[config.mk]
export PLATFORM = sky130hd
export DESIGN_NAME = cipher_job_arbiter
export DESIGN_NICKNAME = d
export VERILOG_FILES = /design/src/rtl/cipher_job_arbiter.sv
export SDC_FILE = /design/constraint.sdc
export NUM_CORES = 1
export LEC_CHECK = 0
export ABC_AREA = 1
export CELL_PAD_IN_SITES_DETAIL_PLACEMENT = 0
export CELL_PAD_IN_SITES_GLOBAL_PLACEMENT = 1
export CORE_AREA = 2 2 283 285
export CTS_BUF_LIST = sky130_fd_sc_hd__clkbuf_4
export CTS_CLUSTER_DIAMETER = 40
export CTS_CLUSTER_SIZE = 20
export DETAILED_ROUTE_END_ITERATION = 8
export DIE_AREA = 0 0 285 287
export PLACE_DENSITY = 0.74
export SLEW_MARGIN = 15
export SYNTH_ARGS = -nofsm -noshare
export SYNTH_HDL_FRONTEND = slang
export SYNTH_SLANG_ARGS = --single-unit
[constraint.sdc]
create_clock -name clk -period 17.15 [get_ports clk]
set_input_delay 5.145 -clock clk [delete_from_list [all_inputs] [get_ports clk]]
set_output_delay 5.145 -clock clk [all_outputs]
set_load 0.01 [all_outputs]
[src/rtl/cipher_job_arbiter.sv]
// Two-requester round-robin front end for a shared 128-bit block-cipher core.
// Streams key/text as eight 32-bit writes, collects four result reads, and aborts on a stall timeout.
module cipher_job_arbiter #(
   parameter int unsigned TIMEOUT = 1024
) (
   input  logic         clk,
   input  logic         reset,
   input  logic [1:0]   req_valid,
   output logic [1:0]   req_ready,
   input  logic [127:0] req_text0,
   input  logic [127:0] req_key0,
   input  logic [127:0] req_text1,
   input  logic [127:0] req_key1,
   output logic         rsp_valid,
   output logic         rsp_id,
   output logic         rsp_err,
   output logic [127:0] rsp_data,
   output logic         busy,
   output logic         core_address,
   output logic         core_write,
   output logic [31:0]  core_writedata,
   output logic         core_read,
   input  logic [31:0]  core_readdata,
   input  logic         core_waitrequest
);

   localparam int unsigned WORD_W  = 32;
   localparam int unsigned BLK_W   = 128;
   localparam int unsigned STALL_W = 32;
   localparam int unsigned WR_N    = 8;
   localparam int unsigned RD_N    = 4;
   localparam logic [2:0]  WIDX_LAST = 3'd7;
   localparam logic [1:0]  RIDX_LAST = 2'd3;
   localparam logic [STALL_W-1:0] TIMEOUT_W = STALL_W'(TIMEOUT);

   typedef enum logic [2:0] {
      S_IDLE = 3'd0,
      S_WR   = 3'd1,
      S_RD   = 3'd2,
      S_DONE = 3'd3,
      S_ERR  = 3'd4
   } state_e;

   state_e                       state_q, state_d;
   logic                         last_grant_q, last_grant_d;
   logic [2:0]                   widx_q, widx_d;
   logic [1:0]                   ridx_q, ridx_d;
   logic [STALL_W-1:0]           stall_q, stall_d, stall_inc;
   logic [BLK_W-1:0]             text_q, text_d;
   logic [BLK_W-1:0]             key_q, key_d;
   logic [RD_N-1:0][WORD_W-1:0]  result_q, result_d;
   logic [WR_N-1:0][WORD_W-1:0]  job_words;
   logic                         grant_any;
   logic                         grant_id;
   logic                         xfer_ok;
   logic                         timeout_hit;

   // Arbitration, transfer handshake and stall-limit detection.
   always_comb begin
      grant_any   = |req_valid;
      grant_id    = (req_valid == 2'b11) ? ~last_grant_q : req_valid[1];
      xfer_ok     = ((state_q == S_WR) || (state_q == S_RD)) && !core_waitrequest;
      stall_inc   = (stall_q == '1) ? stall_q : stall_q + STALL_W'(1);
      timeout_hit = (TIMEOUT != 0) && core_waitrequest && (stall_inc == TIMEOUT_W);
      job_words   = {key_q, text_q};
   end

   always_ff @(posedge clk or posedge reset) begin
      if (reset) begin
         state_q <= S_IDLE;
      end else begin
         state_q <= state_d;
      end
   end

   always_ff @(posedge clk or posedge reset) begin
      if (reset) begin
         last_grant_q <= 1'b1;
         widx_q       <= '0;
         ridx_q       <= '0;
         stall_q      <= '0;
         text_q       <= '0;
         key_q        <= '0;
         result_q     <= '0;
      end else begin
         last_grant_q <= last_grant_d;
         widx_q       <= widx_d;
         ridx_q       <= ridx_d;
         stall_q      <= stall_d;
         text_q       <= text_d;
         key_q        <= key_d;
         result_q     <= result_d;
      end
   end

   always_comb begin
      state_d      = state_q;
      last_grant_d = last_grant_q;
      widx_d       = widx_q;
      ridx_d       = ridx_q;
      stall_d      = stall_q;
      text_d       = text_q;
      key_d        = key_q;
      result_d     = result_q;
      unique case (state_q)
         S_IDLE: begin
            if (grant_any) begin
               last_grant_d = grant_id;
               text_d       = grant_id ? req_text1 : req_text0;
               key_d        = grant_id ? req_key1  : req_key0;
               widx_d       = '0;
               ridx_d       = '0;
               stall_d      = '0;
               state_d      = S_WR;
            end
         end
         S_WR: begin
            if (xfer_ok) begin
               stall_d = '0;
               if (widx_q == WIDX_LAST) begin
                  widx_d  = '0;
                  state_d = S_RD;
               end else begin
                  widx_d = widx_q + 3'd1;
               end
            end else begin
               stall_d = stall_inc;
               if (timeout_hit) begin
                  state_d = S_ERR;
               end
            end
         end
         S_RD: begin
            if (xfer_ok) begin
               stall_d          = '0;
               result_d[ridx_q] = core_readdata;
               if (ridx_q == RIDX_LAST) begin
                  ridx_d  = '0;
                  state_d = S_DONE;
               end else begin
                  ridx_d = ridx_q + 2'd1;
               end
            end else begin
               stall_d = stall_inc;
               if (timeout_hit) begin
                  state_d = S_ERR;
               end
            end
         end
         S_DONE:  state_d = S_IDLE;
         S_ERR:   state_d = S_IDLE;
         default: state_d = S_IDLE;
      endcase
   end

   // req_ready is a same-cycle grant; held low while reset is asserted.
   always_comb begin
      req_ready      = '0;
      rsp_valid      = 1'b0;
      rsp_id         = 1'b0;
      rsp_err        = 1'b0;
      rsp_data       = '0;
      busy           = (state_q != S_IDLE);
      core_address   = 1'b0;
      core_write     = 1'b0;
      core_writedata = '0;
      core_read      = 1'b0;
      unique case (state_q)
         S_IDLE: begin
            if (grant_any && !reset) begin
               req_ready[grant_id] = 1'b1;
            end
         end
         S_WR: begin
            core_write     = 1'b1;
            core_writedata = job_words[widx_q];
         end
         S_RD: begin
            core_read = 1'b1;
         end
         S_DONE: begin
            rsp_valid = 1'b1;
            rsp_id    = last_grant_q;
            rsp_data  = result_q;
         end
         S_ERR: begin
            rsp_valid = 1'b1;
            rsp_err   = 1'b1;
            rsp_id    = last_grant_q;
         end
         default: ;
      endcase
   end

endmodule

### Word-level counts from Yosys, hierarchy flattened

Index checks and enable logic that the tools add are counted.
Widths: inputs -> output; s select.

| storage, ports and cells | value |
|---|---|
| flip-flop bits (word level) | 425 |
| input bits | 549 |
| bits in read-only memories | 0 |
| output and inout bits | 169 |
| memories kept | 0 |
| memory bits (writable) | 0 |
| latch bits | 0 |
| logic and storage cells | 94 |

| operators by class | value |
|---|---|
| bitwise gates (word level) | 1 |
| $lt $le $gt $ge | 5 |
| muxes and demuxes | 38 |
| eq/ne operators | 14 |
| add/sub/neg operators | 3 |
| shifts and indexed selects | 0 |
| reduce and logical (&&, ||, !) cells | 22 |
| multipliers | 0 |
| divide/modulo/power cells | 0 |

Operators by type and width:

| kind | count |
|---|---|
| $mux 128 | 3 |
| $mux 32 | 6 |
| $bwmux 128 | 1 |
| $bmux 32 s3 | 1 |
| $demux 32 s2 | 1 |
| $pmux 32 s2 | 1 |
| $add 32x1->32 const B | 1 |
| $eq 32x11->1 const B | 1 |
| $eq 32x32->1 const B | 1 |
| $mux 3 | 9 |
| $mux 2 | 5 |
| $pmux 3 s3 | 1 |
| $reduce_and 3->1 | 3 |
| $mux 1 | 7 |
| $eq 3x2->1 const B | 2 |
| $eq 3x3->1 const B | 2 |
| $ne 2x2->1 const B | 3 |
| $ne 3x2->1 const B | 2 |
| $pmux 3 s2 | 1 |
| $reduce_and 2->1 | 3 |
| $reduce_bool 2->1 | 3 |
| $reduce_or 2->1 | 3 |
| $logic_and 1x1->1 | 5 |
| $eq 2x2->1 const B | 2 |
| other kinds (15) | 16 |

### Depth between registers and ports, before layout

| depth | value |
|---|---|
| depth in word-level cells | 8 |
| gate-level depth with buffers | 18 |
| gate-level depth less buffers | 17 |

### Worst setup path after synthesis

No wires, ideal clock.

| path | value |
|---|---|
| kind | input to output |
| start point | in req_valid[0] |
| end point | out req_ready[0] |
| path buffers | 1 |
| path slack | 6.066 ns |
| cell stages on the path | 5 |
| data required time | 12.005 ns |
| data arrival time | 5.939 ns |
| path through | inv_1 > a21oi_2 > inv_2 > clkbuf_1 > nor3_1 |

| on the way | value |
|---|---|
| word-level cells in the longest chain between the ends | 8 |

Ends and longest elaborated chain:

| element | RTL line | source |
|---|---|---|
| start, declared | 8 | `input logic [1:0] req_valid,` |
| $eq 2x2->1 | 61 | `grant_id = (req_valid == 2'b11) ? ~last_grant_q : req_valid[1];` |
| $mux 1 | 61 |  |
| $lt 1x2->1 (not written as such) / $ge 1x1->1 (equally long branches) | 171 | `req_ready[grant_id] = 1'b1;` |
| $logic_and 1x1->1 (not written as such) | 171 |  |
| $mux 1 (not written as such) | 171 |  |
| $demux 1 s1 | 171 |  |
| $mux 2 * | 170 | `if (grant_any && !reset) begin` |
| $mux 2 * | 168 | `unique case (state_q)` |
| end, declared | 9 | `output logic [1:0] req_ready,` |

Mark *: on every way between the ends. The rest lies on a longest branch, timed or not.

### Worst setup path after layout

| path | value |
|---|---|
| start point | in req_valid[1] |
| end point | out req_ready[1] |

The elaborated chain is that of the path after synthesis.

==> metrics.log <==
[metrics] aggregate global-route resource usage: 23.6%
[metrics] half-perimeter wire length of the detailed placement result: 72000 um
[metrics] unique cell type count in the Yosys netlist: 33
[metrics] Syn Nets: 3546
[metrics] leakage power figure: 13.0 nW
[metrics] post-detailed-route via-to-cell ratio: 4.84
[metrics] most frequently used cell type in the post-synthesis netlist: o21ai_0
[metrics] dominant cell type by area after synthesis: dfrtp_1
[metrics] number of top-level pins: 718
[metrics] CTS Hold Bufs: 0
[metrics] number of standard cells after synthesis: 2990
[metrics] worst min path class: reg2reg
[metrics] # clock sinks: 425
[metrics] Max Slew Vio Count: 0
[metrics] Clock transition at path regs: 0.07 ns
[metrics] outcome: finished, final reports clean
[metrics] Initial Util: 28.1%
[metrics] Area growth, synth to finish: 42.8%
[metrics] syn_area_per_cell: 7.39 sq um
[metrics] clock latency on the worst-skew pair: 0.86 ns
[metrics] initial antenna violation count: 30
[metrics] fin worst setup slack: 4.36 ns
[metrics] number of synthesized flops with an enable pin: 0
[metrics] number of resized instances in the post-cts repair step: 0
[metrics] placement-stage worst setup slack: 4.35 ns
[metrics] Clock Skews: 0.0700 ns
[metrics] global-route wire length before repair: 145000 um
[metrics] overall power after layout: 4.56 mW
[metrics] overall via count from detail_route: 23011
[metrics] max-cap violation count: 0
[metrics] Max clock buf depth: 3
[metrics] number of levels in the clock H-tree: 3
[metrics] worst IR drop on VDD: 102 uV
[metrics] FP Rows: 103
[metrics] final standard cell count with taps included and fillers excluded: 4753
[metrics] met1 track demand over resource in global routing: 29.4%
[metrics] Filler cells: 8384
[metrics] worst-path fanout max: 88
[metrics] met2 capacity usage during global routing: 39.1%
[metrics] TritonCTS clock tree: done
[metrics] Root Buffer: clkbuf_4
[metrics] area of the core: 78600 sq um
[metrics] setup repair after global routing missed its margin: no
[metrics] flops & latches, synth: 425
[metrics] fraction of synthesis flops using an asynchronous set or reset pin: 100%
[metrics] busiest layer in global routing: met2
[metrics] ranking of synthesized cells by area: dfrtp_1 48%, o21ai_0 17%, nor2_1 8.3%, nand2_1 7.6%, inv_1 5.4%
[metrics] Die Y: 287 um
[metrics] area share of the largest cell type after synthesis: 48.0%
[metrics] Initial DRC Count: 1692
[metrics] fin crit share: 74.6%
[metrics] relative slew slack: 28.7%
[metrics] most frequent cell on the critical path: clkdlybuf4s50_1
[metrics] maximum frequency from static timing analysis: 78.2 MHz
[metrics] Critical Path Max Stage Delay: 0.69 ns
[metrics] final weighted congestion in routability-driven placement: 0.903
[metrics] DRC: 0
[metrics] number of nets in the layout: 4163
[metrics] prevailing post-synth register cell: dfrtp_1
[metrics] met3 track demand over resource in global routing: 6.28%
[metrics] crit path cell chain: clkdlybuf4s50_1, nand2_4, inv_6, nand2_1, nor2_1, clkdlybuf4s50_1
[metrics] number of placed instances, taps included: 4568
[metrics] Die Area: 81800 sq um
[metrics] min Tclk post-route: 12.79 ns
[metrics] area of the mapped netlist: 22100 sq um
[metrics] post-detailed-routing wire length: 99200 um
[metrics] # port buffers: 716
[metrics] Pwr per Cell Area: 145 nW/um^2
[metrics] via count of the first global-routing pass: 22437
[metrics] most frequent cells after synthesis: 762 x o21ai_0, 486 x nor2_1, 449 x nand2_1
[metrics] share of cells above drive strength 1: 5.82%
[metrics] number of buffers added by the clock tree synthesis step: 87
[metrics] Worst Setup Path Type: in2out
[metrics] first drt pass iteration count: 5
[metrics] slowest library cell on the worst path: inv_6
[metrics] horizontal extent of the die: 285 um
[metrics] WL per Instance: 20.9 um
[metrics] CP required: 12.00 ns
[metrics] post-route antenna net violation count: 0
[metrics] pin count of the biggest net entering global routing: 150
[metrics] Tightest Pin Transition: 1.07 ns
[metrics] sequential share of the synthesized area: 48.2%
[metrics] element type at the critical path end: output port
[metrics] crit path DAT: 7.64 ns
[metrics] number of warnings reported in the yosys synthesis log: 0
[metrics] number of setup buffers added after CTS: 0
[metrics] Hold Vio Cnt, Final: 0
[metrics] total grt overflow: 0
[metrics] Critical Path Start Type: input pin
[metrics] setup violators final: 0
[metrics] setup TNS: 0 ns
[metrics by stage]
stage                     util (%)  area [sq um]  hold slack (ns)
after global placement        38.2         30000            0.460
after CTS                     40.0         31500            0.485
final                         40.1         31500            0.481
after floorplan                  -         22100            0.448
after detailed placement      38.2         30000            0.468
after global routing          40.1         31500            0.500
[final timing paths]
| kind | slack, ns | cells after the start | end | from |
|---|---|---|---|---|
| worst max-delay path | 4.36 | 6 | req_ready[1] | req_valid[1] |
| worst min-delay path | 0.48 | 2 | key_q[25] | key_q[25] |
| min in group asynchronous | 5.04 | 2 | result_q[117] | reset |
| worst max register to register | 12.91 | 10 | key_q[126] | state_q[0] |
| worst min register to register | 0.48 | 2 | key_q[25] | key_q[25] |
| max in group asynchronous | 9.51 | 4 | key_q[14] | reset |
[routing by layer]
layer | up-vias | routed length (um)
met5 | - | 99
met4 | 16 | 3070
met3 | 150 | 7500
met2 | 840 | 47200
met1 | 10903 | 41300
li1 | 11102 | -
[where the power goes]
group	total [mW]	switching [mW]	internal (mW)
Clock	1.00	0.468	0.536
Combinational	1.94	1.26	0.671
Sequential	1.62	0.216	1.40
[cells by family (layout without fill, tap and decap cells)]
logic type               count (synthesis)  in the layout  share of synthesized area [%]
AO/OA/AOI/OAI                         1010           1010                           23.9
AND/OR/NAND/NOR                       1001           1001                           17.8
buffers and inverters                  536           1226                           9.34
flip-flops                             425            425                           48.2
XOR/XNOR                                10             10                          0.397
adder cells (fa/ha/maj)                  7              7                          0.396
other                                    1             24                         0.0170
[critical path: cells and delay by family]
| kind | cells | cell delay [ns] |
|---|---|---|
| AND/OR/NAND/NOR | 3 | 0.64 |
| buffers and inverters | 3 | 1.81 |
[state kept, by name, summed over array words and instances, names as in the netlist]
signal / cells
key_q: 128
widx_q: 3
stall_q: 32
result_q: 128
text_q: 128
state_q: 3
last_grant_q: 1
ridx_q: 2
[placed cells by master (no fill, tap or decap), drive strengths merged, types with 14 or more instances in the layout]
cell / Yosys / routed
buf: 30 / 26
dfrtp: 424 / 424
o21ai: 767 / 767
inv: 321 / 324
clkinv: 1 / 33
a21oi: 87 / 87
clkdlybuf4s50: 0 / 716
nand3: 25 / 25
nor2: 500 / 500
bufinv: 0 / 16
clkbuf: 184 / 100
diode: 0 / 23
o22ai: 107 / 107
nand4: 14 / 14
nand2: 458 / 458
a31oi: 32 / 32
[final cells by class]
class                           count  area (sq um)  area share (%)
Tap cell                         1050          1310            4.17
Clock inverter                     62           733            2.32
Sequential cell                   425         10600            33.8
Timing Repair Buffer              742          7370            23.4
Clock buffer                      100           751            2.38
Antenna cell                       23          57.6           0.183
Multi-Input combinational cell   2029          9430            29.9
Inverter                          322          1230            3.90
Power figures use the tool's default switching activity.
